===== src/rtl/shift_l_iter_nbit.sv =====
// Iterative logical left shifter: one binary log-shifter stage per cycle on a
// single accumulator, with valid/ready handshakes on the operand and result sides.
module shift_l_iter_nbit #(
    parameter int WIDTH       = 32,
    parameter int SHIFT_WIDTH = 5
) (
    input  logic                   clk,
    input  logic                   rst,
    input  logic                   in_valid,
    output logic                   in_ready,
    input  logic [WIDTH-1:0]       in_a,
    input  logic [SHIFT_WIDTH-1:0] in_b,
    output logic                   out_valid,
    input  logic                   out_ready,
    output logic [WIDTH-1:0]       out_y,
    output logic                   busy
);

    localparam int KW = $clog2(SHIFT_WIDTH + 1);
    // Stages at or beyond this index move every bit past the MSB.
    localparam int ZERO_STAGE = $clog2(WIDTH);

    typedef enum logic [1:0] {
        IDLE,
        SHIFT,
        DONE
    } state_t;

    state_t                 stateQ;
    logic [WIDTH-1:0]       accQ;
    logic [WIDTH-1:0]       accD;
    logic [SHIFT_WIDTH-1:0] amtQ;
    logic [KW-1:0]          kQ;
    logic                   inReadyQ;
    logic                   outValidQ;
    logic                   busyQ;
    logic                   lastStage;

    assign lastStage = (kQ == KW'(SHIFT_WIDTH - 1));

    always_comb begin
        accD = accQ;
        for (int s = 0; s < SHIFT_WIDTH; s++) begin
            if ((kQ == KW'(s)) && amtQ[s]) begin
                if (s >= ZERO_STAGE) begin
                    accD = '0;
                end else begin
                    accD = accQ << (1 << s);
                end
            end
        end
    end

    always_ff @(posedge clk) begin
        if (rst) begin
            stateQ    <= IDLE;
            accQ      <= '0;
            amtQ      <= '0;
            kQ        <= '0;
            inReadyQ  <= 1'b1;
            outValidQ <= 1'b0;
            busyQ     <= 1'b0;
        end else begin
            case (stateQ)
                IDLE: begin
                    if (in_valid && inReadyQ) begin
                        stateQ   <= SHIFT;
                        accQ     <= in_a;
                        amtQ     <= in_b;
                        kQ       <= '0;
                        inReadyQ <= 1'b0;
                        busyQ    <= 1'b1;
                    end
                end
                SHIFT: begin
                    accQ <= accD;
                    if (lastStage) begin
                        stateQ    <= DONE;
                        outValidQ <= 1'b1;
                    end else begin
                        kQ <= kQ + KW'(1);
                    end
                end
                DONE: begin
                    if (outValidQ && out_ready) begin
                        stateQ    <= IDLE;
                        outValidQ <= 1'b0;
                        inReadyQ  <= 1'b1;
                        busyQ     <= 1'b0;
                    end
                end
                default: begin
                    stateQ    <= IDLE;
                    inReadyQ  <= 1'b1;
                    outValidQ <= 1'b0;
                    busyQ     <= 1'b0;
                end
            endcase
        end
    end

    assign in_ready  = inReadyQ;
    assign out_valid = outValidQ;
    assign busy      = busyQ;
    assign out_y     = accQ;

endmodule

===== config.mk =====
export PLATFORM = sky130hd
export DESIGN_NAME = shift_l_iter_nbit
export DESIGN_NICKNAME = d
export VERILOG_FILES = /design/src/rtl/shift_l_iter_nbit.sv
export SDC_FILE = /design/constraint.sdc
export NUM_CORES = 1
export LEC_CHECK = 0
export CAP_MARGIN = 25
export CELL_PAD_IN_SITES_DETAIL_PLACEMENT = 0
export CELL_PAD_IN_SITES_GLOBAL_PLACEMENT = 1
export CORE_ASPECT_RATIO = 1.2
export CORE_MARGIN = 2
export CORE_UTILIZATION = 38
export CTS_CLUSTER_DIAMETER = 30
export CTS_CLUSTER_SIZE = 28
export DETAILED_ROUTE_END_ITERATION = 10
export GPL_TIMING_DRIVEN = 0
export HOLD_SLACK_MARGIN = 0.08
export PLACE_DENSITY = 0.87
export SLEW_MARGIN = 25
export SYNTH_ARGS = -nofsm -noshare
export SYNTH_HDL_FRONTEND = slang
export SYNTH_SLANG_ARGS = --single-unit

===== constraint.sdc =====
create_clock -name clk -period 2.87 [get_ports clk]
set_input_delay 0.4305 -clock clk [delete_from_list [all_inputs] [get_ports clk]]
set_output_delay 0.4305 -clock clk [all_outputs]
set_load 0.02 [all_outputs]

==> results.json <==
{
  "cp_top_family": "buffers and inverters",
  "antenna_found_initial": 0,
  "synth.avg_cell_area_um2": 7.64,
  "p_leak_uw": 0.00174,
  "antenna_left": 0,
  "first_iter_violations": 400,
  "dieArea_um2": 11000,
  "relSlewSlack_pct": 46.6,
  "wl_per_cell_um": 22.3,
  "finalHoldViolations": 0,
  "crit_buf_inv": 5,
  "switching_share_pct": 38.5,
  "start_util_pct": 38.9,
  "synth_cells": 507,
  "area_growth_pct": 26.6,
  "fin_hold_ws_ps": 488,
  "synth_top_area_share_pct": 23.2,
  "layout-drive-gt1-share_pct": 9.03,
  "grt_overflow": 0,
  "clock_path_buffers": 2,
  "clock-sinks": 45,
  "grt_util_all_layers_pct": 29.4,
  "setup_viol": 0,
  "syn_area_um2": 3870,
  "cp_slowest_cell": "clkbuf_1",
  "num_vias": 4548,
  "syn-num-nets": 553,
  "power_density_nw_per_um2": 466,
  "path_cells": "buf_4, inv_1, ha_1, buf_2, and2_1, buf_2, clkbuf_1, o211ai_1, o211ai_1, a31oi_2",
  "critPathKind": "reg2reg",
  "p_comb_share_pct": 38.1,
  "cts_made_buffers": 5,
  "period_needed_ps": 2640,
  "num_antenna_cells": 0,
  "async_reset_ff_share_pct": 0,
  "clk_latency_ps": 290,
  "die_h_um": 115,
  "root_buffer": "clkbuf_16",
  "cp.required_ps": 3040,
  "layout_worst_path_cycle_share_pct": 92.1,
  "post_cts_resized": 0,
  "chipWidth_um": 96.2,
  "tightest_slew_ps": 794,
  "synth_top_cell_by_area": "dfxtp_1",
  "finalWirelength_um": 15900,
  "row_count": 40,
  "seq_power_share_pct": 37.3,
  "maxCapViolations": 0,
  "fmax_mhz": 378,
  "startpoint_type": "register",
  "dp_hpwl_um": 11800,
  "cts_max_level": 2,
  "first_global_vias": 4286,
  "hp-class": "reg2reg",
  "coreArea_um2": 9960,
  "pin_count": 76,
  "ctsHoldBuffers": 0,
  "arrival_ps": 2810,
  "grt_max_degree": 13,
  "clk_pin_slew_ps": 60,
  "status": "completed",
  "crit_fanout": 13,
  "rsz0062_at_grt": "false",
  "power_switching_uw": 881,
  "cts_tree": "done",
  "fin_skew_ps": 5.99,
  "ys_seq_elements": 45,
  "synth-edff-count": 0,
  "crit_path_end_kind": "register",
  "final_cell_mix": "75 x nand2_1, 74 x clkdlybuf4s50_1, 47 x o211ai_1, 45 x dfxtp_1, 38 x a21oi_1",
  "drc": 0,
  "grt_pass1_wl_um": 24800,
  "final_common_cell": "nand2_1",
  "ir_drop_mv": 0.231,
  "place_congestion": 0.976,
  "port_buffers": 74,
  "firstDrtPassIters": 5,
  "slew_violations": 0,
  "yosysWarningCount": 0,
  "intPower_uw": 1410,
  "totalPowerFinal_uw": 2290,
  "power_frac_clock_pct": 24.6,
  "drt-vias-per-instance": 6.38,
  "synth_area_leaders": "dfxtp_1 23%, o211ai_1 9.1%, nand2_1 7.3%",
  "synthDistinctLibCells": 51,
  "max_stage_delay_ps": 410,
  "synth-main-ff-cell": "dfxtp_1",
  "yosysSeqAreaShare_pct": 23.2,
  "fin_nets": 634
}
routing by layer:
metal	part of all wire (%)	global-route usage, %
met5	0	0
met4	3.3	11.0
met3	6.9	3.49
met2	48	47.3
met1	42	40.0
cells in the mapped netlist (all sizes together), types with 10 or more instances:
library cell	n
inv	27
a21oi	38
a311o	14
nand2	75
nand3	21
a31oi	33
nor2	12
nand4b	15
nor4bb	16
o211ai	47
nand4	10
buf	33
dfxtp	45
clkbuf	28
worst min-delay path: stages, from the launching register on:
cell and delay (ps):
dfxtp_1 330, nand2_1 60, a21oi_1 60
metrics by stage:
| stage | instance area (µm²) | worst slack [ps] | utilization (%) | setup TNS [ps] | std cells |
|---|---|---|---|---|---|
| 6_report | 4910 | 228 | 49.3 | 0 | 713 |
| 5_1_grt | 4910 | 31.5 | 49.3 | 0 | 713 |
| 4_1_cts | 4910 | 53.1 | 49.3 | 0 | 714 |
| 3_5_place_dp | 4770 | -67.1 | 47.9 | -932 | 707 |
| 3_3_place_gp | 4770 | -7.88 | 47.9 | -34.0 | 707 |
| 2_1_floorplan | 3870 | 581 | - | 0 | 507 |
state kept, by name, summed over array words and instances (netlist names):
register and cells:
out_y 32, stateQ 2, amtQ 5, in_ready 1, busy 1, kQ 3, out_valid 1
cell type report:
type	count	area, µm²
fillers	1003	5050
clock buffers	5	125
flip-flops and latches	45	901
clock inverters	1	5.00
plain buffers	60	284
multi-input cells	373	2580
well taps	126	158
repair buffers	75	748
inverters	28	105
what timing repair did:
action | CTS | global route
pin swaps | 1 | 0
endpoints found under the setup margin | 21 | 24
buffers inserted | 1 | 0
kinds of logic (layout without fill, tap and decap cells):
kind of cell	after synthesis	in the layout	synth area share, %
AO/OA/AOI/OAI	201	201	40.5
adder cells (fa/ha/maj)	5	5	1.61
buffers and inverters	89	169	10.1
flip-flops	45	45	23.2
multiplexers	2	2	0.581
AND/OR/NAND/NOR	165	165	23.9
worst paths after layout:
path | end | depth (start not counted) | slack [ps] | from
max | out_y[23] | 10 | 230 | kQ[2]
min | amtQ[4] | 2 | 490 | amtQ[4]
max reg2reg | out_y[23] | 10 | 230 | kQ[2]
min reg2reg | amtQ[4] | 2 | 490 | amtQ[4]
power groups by stage:
stage	registers, µW	clock network [µW]	logic [µW]
floorplan	887	0	446
global placement	864	0	851
detailed placement	862	0	860
CTS	849	570	865
global route	864	590	937
finish	854	563	871
Power figures use the tool's default switching activity.
